`src/rtl/timer_intr_gen_if.sv`:
```
`timescale 1ns/1ps
// Peripheral bus between the core-side master and the timer register block.
// A word is selected by addr_i, and stores are byte-laned through mask.
interface timer_intr_gen_if #(
    parameter int DW = 32
);
    logic          cs;
    logic          we;
    logic [2:0]    addr_i;
    logic [DW-1:0] wdata_i;
    logic [3:0]    mask;
    logic [DW-1:0] rdata_o;

    modport master (
        output cs, we, addr_i, wdata_i, mask,
        input  rdata_o
    );

    modport slave (
        input  cs, we, addr_i, wdata_i, mask,
        output rdata_o
    );
endinterface

```
`src/rtl/timer_intr_gen.sv`:
```
`timescale 1ns/1ps
// Machine timer with a programmable prescaler.
// mtime counts prescaler ticks. A compare match against mtimecmp raises a
// sticky PENDING flag, which is write-1-to-clear. In periodic mode the match
// also reloads mtime to zero. The layout assumes DW = 32, so the 64-bit
// mtime and mtimecmp each occupy two bus words and mask covers four lanes.
module timer_intr_gen #(
    parameter int DW      = 32,
    parameter int PRESC_W = 16
) (
    input  logic            clk_i,
    input  logic            rst_i,
    timer_intr_gen_if.slave bus,
    output logic            t_intr
);
    localparam int MW = 2 * DW;

    typedef enum logic [2:0] {
        REG_MTIME_LO = 3'd0,
        REG_MTIME_HI = 3'd1,
        REG_CMP_LO   = 3'd2,
        REG_CMP_HI   = 3'd3,
        REG_CTRL     = 3'd4,
        REG_PRESC    = 3'd5,
        REG_STATUS   = 3'd6,
        REG_RSVD     = 3'd7
    } reg_idx_e;

    reg_idx_e           addr;
    logic [MW-1:0]      mtime, mtime_nxt;
    logic [MW-1:0]      mtimecmp, mtimecmp_nxt;
    logic [PRESC_W-1:0] pcnt, pcnt_nxt;
    logic [PRESC_W-1:0] presc, presc_nxt;
    logic               en, en_nxt;
    logic               periodic, periodic_nxt;
    logic               ie, ie_nxt;
    logic               pending, pending_nxt;
    logic               wr, tick, match, set_pend, clr_pend;

    assign addr = reg_idx_e'(bus.addr_i);

    // Each bit takes the new value only when its byte lane is enabled.
    function automatic logic [DW-1:0] merge_lanes(
        input logic [DW-1:0] old_val,
        input logic [DW-1:0] new_val,
        input logic [3:0]    lanes
    );
        logic [DW-1:0] res;
        for (int b = 0; b < DW; b++) begin
            res[b] = lanes[b / 8] ? new_val[b] : old_val[b];
        end
        return res;
    endfunction

    // Combinational load path. The result is zero unless this is a selected read.
    always_comb begin
        bus.rdata_o = '0;
        if (bus.cs && !bus.we) begin
            case (addr)
                REG_MTIME_LO: bus.rdata_o = mtime[DW-1:0];
                REG_MTIME_HI: bus.rdata_o = mtime[MW-1:DW];
                REG_CMP_LO:   bus.rdata_o = mtimecmp[DW-1:0];
                REG_CMP_HI:   bus.rdata_o = mtimecmp[MW-1:DW];
                REG_CTRL:     bus.rdata_o[2:0] = {ie, periodic, en};
                REG_PRESC:    bus.rdata_o[PRESC_W-1:0] = presc;
                REG_STATUS:   bus.rdata_o[0] = pending;
                default:      bus.rdata_o = '0;
            endcase
        end
    end

    // Next-state logic: counting first, then software writes override it.
    always_comb begin
        // NOTE: every variable gets a default before any branch so no latch is inferred.
        wr           = bus.cs && bus.we;
        match        = (mtime >= mtimecmp);
        tick         = en && (pcnt == presc);
        pcnt_nxt     = pcnt;
        mtime_nxt    = mtime;
        mtimecmp_nxt = mtimecmp;
        presc_nxt    = presc;
        en_nxt       = en;
        periodic_nxt = periodic;
        ie_nxt       = ie;
        clr_pend     = 1'b0;

        if (en) begin
            pcnt_nxt = tick ? '0 : pcnt + PRESC_W'(1);
        end
        if (tick) begin
            mtime_nxt = (periodic && match) ? '0 : mtime + MW'(1);
        end

        // One-shot mode flags every enabled cycle in match. Periodic mode flags only at the reload tick.
        set_pend = en && match && (!periodic || tick);

        if (wr) begin
            case (addr)
                // A write to either half cancels that cycle's tick for the whole
                // counter, so the untouched half keeps its pre-write value.
                REG_MTIME_LO: mtime_nxt = {mtime[MW-1:DW],
                                           merge_lanes(mtime[DW-1:0], bus.wdata_i, bus.mask)};
                REG_MTIME_HI: mtime_nxt = {merge_lanes(mtime[MW-1:DW], bus.wdata_i, bus.mask),
                                           mtime[DW-1:0]};
                REG_CMP_LO:   mtimecmp_nxt = {mtimecmp[MW-1:DW],
                                              merge_lanes(mtimecmp[DW-1:0], bus.wdata_i, bus.mask)};
                REG_CMP_HI:   mtimecmp_nxt = {merge_lanes(mtimecmp[MW-1:DW], bus.wdata_i, bus.mask),
                                              mtimecmp[DW-1:0]};
                REG_CTRL: begin
                    if (bus.mask[0]) begin
                        {ie_nxt, periodic_nxt, en_nxt} = bus.wdata_i[2:0];
                    end
                end
                REG_PRESC: begin
                    for (int b = 0; b < PRESC_W; b++) begin
                        if (bus.mask[b / 8]) begin
                            presc_nxt[b] = bus.wdata_i[b];
                        end
                    end
                    // A new reload value always restarts the prescaler period.
                    pcnt_nxt = '0;
                end
                REG_STATUS:   clr_pend = bus.wdata_i[0] && bus.mask[0];
                default:      ;
            endcase
        end

        // A set in the same cycle wins over a clear.
        pending_nxt = set_pend || (pending && !clr_pend);
    end

    // State registers, forced to reset values asynchronously while rst_i is low.
    always_ff @(posedge clk_i or negedge rst_i) begin
        if (!rst_i) begin
            mtime    <= '0;
            mtimecmp <= '1;
            pcnt     <= '0;
            presc    <= '0;
            en       <= 1'b0;
            periodic <= 1'b0;
            ie       <= 1'b0;
            pending  <= 1'b0;
        end else begin
            // NOTE: non-blocking assignments let every flop sample the pre-edge values together.
            mtime    <= mtime_nxt;
            mtimecmp <= mtimecmp_nxt;
            pcnt     <= pcnt_nxt;
            presc    <= presc_nxt;
            en       <= en_nxt;
            periodic <= periodic_nxt;
            ie       <= ie_nxt;
            pending  <= pending_nxt;
        end
    end

    // The interrupt is driven only from flops, so no bus input reaches it combinationally.
    assign t_intr = pending & ie;
endmodule
```
`src/flat_wrapper.sv`:
```
// flat-port wrapper written by rule: the top's interface ports become plain ports
module timer_intr_gen_flat 
#(
    parameter int DW      = 32,
    parameter int PRESC_W = 16
)
  (clk_i, rst_i, t_intr, bus_cs, bus_we, bus_addr_i, bus_wdata_i, bus_mask, bus_rdata_o);
  timer_intr_gen_if #(.DW(DW)) bus_i ();
  input  logic clk_i;
  input  logic rst_i;
  output logic t_intr;
  input wire logic [$bits(bus_i.cs)-1:0] bus_cs;
  input wire logic [$bits(bus_i.we)-1:0] bus_we;
  input wire logic [$bits(bus_i.addr_i)-1:0] bus_addr_i;
  input wire logic [$bits(bus_i.wdata_i)-1:0] bus_wdata_i;
  input wire logic [$bits(bus_i.mask)-1:0] bus_mask;
  output wire logic [$bits(bus_i.rdata_o)-1:0] bus_rdata_o;
  assign bus_i.cs = bus_cs;
  assign bus_i.we = bus_we;
  assign bus_i.addr_i = bus_addr_i;
  assign bus_i.wdata_i = bus_wdata_i;
  assign bus_i.mask = bus_mask;
  assign bus_rdata_o = bus_i.rdata_o;
  timer_intr_gen #(.DW(DW), .PRESC_W(PRESC_W)) u_core (.clk_i(clk_i), .rst_i(rst_i), .bus(bus_i), .t_intr(t_intr));
endmodule
```
`config.mk`:
```
export PLATFORM = sky130hd
export DESIGN_NAME = timer_intr_gen_flat
export DESIGN_NICKNAME = d
export VERILOG_FILES = /design/src/rtl/timer_intr_gen_if.sv /design/src/rtl/timer_intr_gen.sv /design/src/flat_wrapper.sv
export SDC_FILE = /design/constraint.sdc
export NUM_CORES = 1
export LEC_CHECK = 0
export CORE_MARGIN = 2
export CORE_UTILIZATION = 50
export DETAILED_ROUTE_END_ITERATION = 16
export PLACE_DENSITY_LB_ADDON = 0.15
export SLEW_MARGIN = 15
export SYNTH_ARGS = -nofsm -noshare
export SYNTH_HDL_FRONTEND = slang
export SYNTH_SLANG_ARGS = --single-unit
```
`constraint.sdc`:
```
create_clock -name clk_i -period 3 [get_ports clk_i]
set_input_delay 0.6 -clock clk_i [delete_from_list [all_inputs] [get_ports clk_i]]
set_output_delay 0.6 -clock clk_i [all_outputs]
set_load 0.02 [all_outputs]
```
## Yosys cells after proc, flatten, opt, wreduce, memory -nomap -nowiden

Index checks and enable logic that the tools add are counted.

- Multiplexer cells: 48
- Divide/modulo/power cells: 0
- $mul: 0
- Order comparisons: 1
- Reductions and logical operators: 33
- $add $sub $neg: 2
- Shift operators: 0
- Equal/unequal tests: 17
- Bitwise logic cells: 3

Operators by type and width:

| cell | number |
|---|---|
| 64-bit one-hot mux with 2 select lines | 2 |
| 64-bit two-way mux | 3 |
| 13-bit one-hot mux with 5 select lines | 1 |
| 64-bit by 1-bit adder with 64-bit output (second input constant) | 1 |
| 64-bit >= comparator | 1 |
| 16-bit two-way mux | 4 |
| 16-bit one-hot mux with 4 select lines | 1 |
| 1-bit two-way mux | 34 |
| 32-bit two-way mux | 1 |
| 4-bit AND reduction | 8 |
| 3-bit inequality test (second input constant) | 8 |
| 16-bit by 1-bit adder with 16-bit output (second input constant) | 1 |
| 16-bit equality test | 1 |
| 2-bit AND reduction | 8 |
| 2-bit one-hot mux with 6 select lines | 1 |
| 3-bit equality test (second input constant) | 3 |
| 3-bit AND reduction | 3 |
| 1-bit logical AND | 8 |
| 1-bit one-hot mux with 7 select lines | 1 |
| 3-bit by 2-bit equality test with 1-bit output (second input constant) | 2 |
| 2-bit inequality test (second input constant) | 2 |
| 3-bit by 1-bit equality test with 1-bit output (second input constant) | 1 |
| 1-bit zero test | 3 |
| 3-bit zero test | 1 |
| 3 further kinds | 5 |

- Input port bits: 43
- Word-level logic and storage cells: 127
- Bits in registers: 164
- Memory bits (writable): 0
- Memories kept: 0
- Latch bits: 0
- ROM bits: 0

## Logic depth before layout (Yosys ltp)

- Word-level depth: 6
- Mapped depth: 13
- Mapped depth without buffers: 10

## Worst setup path before layout

OpenSTA, ideal clock, no wires.

- Path kind: reg-to-reg
- From: reg u_core.mtimecmp[13]
- To: reg u_core.mtime[40]
- Required time: 2.874 ns
- Slack: -0.008 ns
- Arrival time: 2.882 ns
- Cell stages (with the launch flop): 12
- Buffers on the path: 1
- Path through: dfstp_2 > inv_1 > ha_1 > nand4_1 > or4_1 > o32a_1 > a311oi_2 > o41ai_2 > a21oi_2 > buf_6 > o21ai_2 > a221o_1

- Cells in the longest elaborated chain, start to end: 6

RTL lines:

| what | RTL line | source |
|---|---|---|
| from (decl) | timer_intr_gen.sv:31 | `logic [MW-1:0] mtimecmp, mtimecmp_nxt;` |
| from (signal assigned) | timer_intr_gen.sv:146 | `mtimecmp <= mtimecmp_nxt;` |
| 64-bit >= comparator (*) | timer_intr_gen.sv:76 | `match = (mtime >= mtimecmp);` |
| 1-bit logical AND (*) | timer_intr_gen.sv:91 | `mtime_nxt = (periodic && match) ? '0 : mtime + MW'(1);` |
| 64-bit two-way mux (*) | timer_intr_gen.sv:91 |  |
| 64-bit two-way mux (*) | timer_intr_gen.sv:90 | `if (tick) begin` |
| 64-bit one-hot mux with 2 select lines | timer_intr_gen.sv:98 | `case (addr)` |
| 64-bit two-way mux (*) | timer_intr_gen.sv:97 | `if (wr) begin` |
| to (signal assigned) | timer_intr_gen.sv:145 | `mtime <= mtime_nxt;` |
| to (decl) | timer_intr_gen.sv:30 | `logic [MW-1:0] mtime, mtime_nxt;` |

Mark *: on every way between the ends. The rest lies on a longest branch, timed or not.
A chain may end at the register's enable or synchronous reset.

## Final worst setup path

- From: reg u_core.mtimecmp[7]
- To: reg u_core.mtime[49]

Same word-level chain as after synthesis.

==> impl_metrics.toml <==
[logic_synthesis]
yosys_warnings = 0
synthTopCellsByCount = "191 x nand2_1, 100 x dfrtp_1, 94 x inv_1, 91 x nor2_1, 83 x o21ai_0"
syn_inst = 1361
ys_dominant_reg_cell = "dfrtp_1"
netlist-cell-type-count = 73
syn_avg_cell_area_um2 = 8.65
ys_ff_latch = 164
synth_fp_nets = 1470
synthArstFlopShare_pct = 100
syn_area_um2 = 11800
synth_area_leaders = "dfrtp_1 21%, dfstp_2 14%, ha_1 7.0%, nand2_1 6.1%, mux2_2 4.2%"
synth_largest_area_cell = "dfrtp_1"
ys_seq_area_share_pct = 35.5
synth_top_area_share_pct = 21.2
synth_edf_count = 0
synth.most_common_cell = "nand2_1"

[setup_path]
crit_required_ns = 3.32
critPathMaxFanout = 7
max_stage_delay_ns = 0.55
cp_data_arrival_time_ns = 3.59
cp_top_family = "compound AO/OA/AOI/OAI gates"
ff2ff_setup_slack_ns = -0.27
start_kind = "register"
reg2reg_depth = 13
crit_type = "reg -> reg"
path_cells = "inv_1 > ha_4 > nand2_2 > or4_1 > o32a_1 > a311oi_2 > o41ai_2 > buf_4 > a21o_4 > buf_12 > buf_6 > a32oi_1 > o22ai_1"
endpoint_kind = "register"
crit_slowest_cell = "dfstp_2"
cp-endpoint = "u_core.mtime[49]"
cp.depth = 13
startpoint = "u_core.mtimecmp[7]"
crit_buf_inv = 4
reg2reg_from = "u_core.mtimecmp[7]"
r2r_end = "u_core.mtime[49]"

[floorplanning]
rows = 56
core_um2 = 23300
die_h_um = 157
die_area_um2 = 24800
ioPinCount = 76
initial_core_util_pct = 50.5
die_w_um = 157

[timing]
fin_ws_ns = -0.274
slew_headroom_pct = 35.6
rsz0062_at_grt = "true"
hold_viol = 0
timing.setup.tns_ns = -9.56
drv_slew = 0
fin_crit_sh_pct = 109
fmax_ghz = 0.305
clock_skew_ns = 0.0128
layout_min_cycle_time_ns = 3.27
tightest_slew_ns = 0.962
setup_viol = 61

[power_and_ir_drop]
leakagePower_nw = 6.80
p_per_area_nw_per_um2 = 611
ir_drop_mv = 0.393

[clock_tree]
holdBufCountCts = 0
path_clk_slew_ns = 0.08
numCtsBuffers = 17
numClockSinks = 164
h-tree-depth = 4
clk_path_buf_depth = 2
cts_root_buf = "clkbuf_16"
insertion_delay_ns = 0.44
cts_tree = "yes"

[drt]
num_vias = 12000
vias_per_cell = 6.18
post-route-drc-count = 0
ant_nets = 0
wire_per_inst_um = 21.9
drtIter0Drc = 1255
dr.pass1.iters = 9
postRouteWirelength_um = 42400

[status]
violations = "negative setup slack"
status = "finished, violations left"

[job]
cap_violations = 0

[placed_design]
gp_congestion = 0.959
io_buffer_count = 75
place_hpwl_um = 30900

[cells_and_area]
diodes = 0
fin_util_pct = 67.0
syn2layout_area_growth_pct = 32.6
drive_gt1_share_pct = 29.6
nNetsFinal = 1714

[global_routing]
grt_overflow_total = 0
grt_antenna_before_repair = 0
grt_pass1_vias = 11600
grt_max_degree = 60
grt_pass1_wl_um = 65100
grt_usage_pct = 34.4

[hold_path]
hold_class = "in -> async"
-- power breakdown --
part	total, W	internal [W]	switching, W
clock network	0.00258	0.00151	0.00107
logic	0.00371	0.00179	0.00192
registers	0.00326	0.00280	0.000451
-- worst reg2reg max path, cell delays in order, from the launching register on --
cell and delay, ns:
dfstp_2 0.55, inv_1 0.06, ha_4 0.27, nand2_2 0.06, or4_1 0.49, o32a_1 0.36, a311oi_2 0.28, o41ai_2 0.13
buf_4 0.16, a21o_4 0.24, buf_12 0.15, buf_6 0.11, a32oi_1 0.17, o22ai_1 0.13
-- registers in the layout, indices dropped and copies added, names as in the netlist --
register         count
u_core.en            1
u_core.ie            1
u_core.mtime        64
u_core.mtimecmp     64
u_core.pcnt         16
u_core.pending       1
u_core.periodic      1
u_core.presc        16
-- cells in the final DEF, fill, tap and decap left out, types with 7 or more instances in the layout --
cell,instances
o21ai_0,80
nor4_1,17
a31oi_1,14
or3_1,8
ha_1,55
nand4_1,53
mux4_2,17
inv_1,89
buf_12,14
a21o_1,7
or4_1,7
a22oi_1,10
a21oi_1,50
nor3_1,20
xnor2_1,8
clkbuf_16,18
a21oi_2,8
mux2i_1,20
ha_4,10
nand2b_1,7
mux2_2,44
buf_4,206
nand2_1,186
xor2_1,30
dfrtp_1,100
nor2b_1,18
clkdlybuf4s50_1,55
dlygate4sd2_1,14
a222oi_1,13
nor2_1,89
dfstp_2,64
o211ai_1,21
and3_1,28
a22oi_2,13
o22ai_1,14
nand3_1,63
-- area by class of cell --
class / instances / area, um^2
Tap cell: 319 / 399
Clock inverter: 15 / 243
Inverter: 94 / 353
Sequential cell: 164 / 4180
Multi-Input combinational cell: 1026 / 7360
Clock buffer: 17 / 425
Timing Repair Buffer: 302 / 2660
Fill cell: 1932 / 7710
-- routing by layer --
layer	GRT usage (%)	routed length, um	vias to the layer above
met3	5.70	3360	120
met2	56.6	19900	645
li1	-	-	5463
met4	13.3	1580	0
met1	45.5	17600	5740
met5	0	0	-
-- cell families (layout without fill, tap and decap cells) --
logic type	after synthesis	in the layout	share of synthesized area, %
AND/OR/NAND/NOR	542	542	23.0
AO/OA/AOI/OAI	299	299	16.5
buffers and inverters	171	428	5.98
flip-flops	164	164	35.5
multiplexers	81	81	9.16
adder cells (fa/ha/maj)	66	66	7.01
XOR/XNOR	38	38	2.83
-- how the worst min path moves through the flow --
stage	start	end	slack (ns)
final	rst_i	u_core.mtime[13]	0.15
after global routing	rst_i	u_core.mtime[12]	0.19
after CTS	rst_i	u_core.mtime[13]	0.16
after detailed placement	u_core.mtimecmp[24]	u_core.mtimecmp[24]	0.48
after global placement	u_core.mtimecmp[24]	u_core.mtimecmp[24]	0.47
after floorplan	rst_i	u_core.en	0.30
-- stage by stage --
step	hold slack, ns	cells	setup WS (ns)	total power (W)	area [um^2]
detailed placement	0.478	1896	-0.342	0.00663	14400
global placement	0.471	1896	-0.347	0.00654	14400
finish	0.146	1937	-0.274	0.00954	15600
CTS	0.163	1930	-0.333	0.00936	15400
global route	0.185	1937	-0.298	0.0100	15600
floorplan	0.304	1361	0.0616	0.00499	11800
-- repair_timing --
item / 4_1_cts / 5_1_grt
gates cloned: 0 / 1
pin swaps: 32 / 15
setup buffers: 2 / 6
resized for setup: 67 / 37
setup endpoints to repair: 92 / 68
No activity file was read; power rests on OpenSTA's default activity.
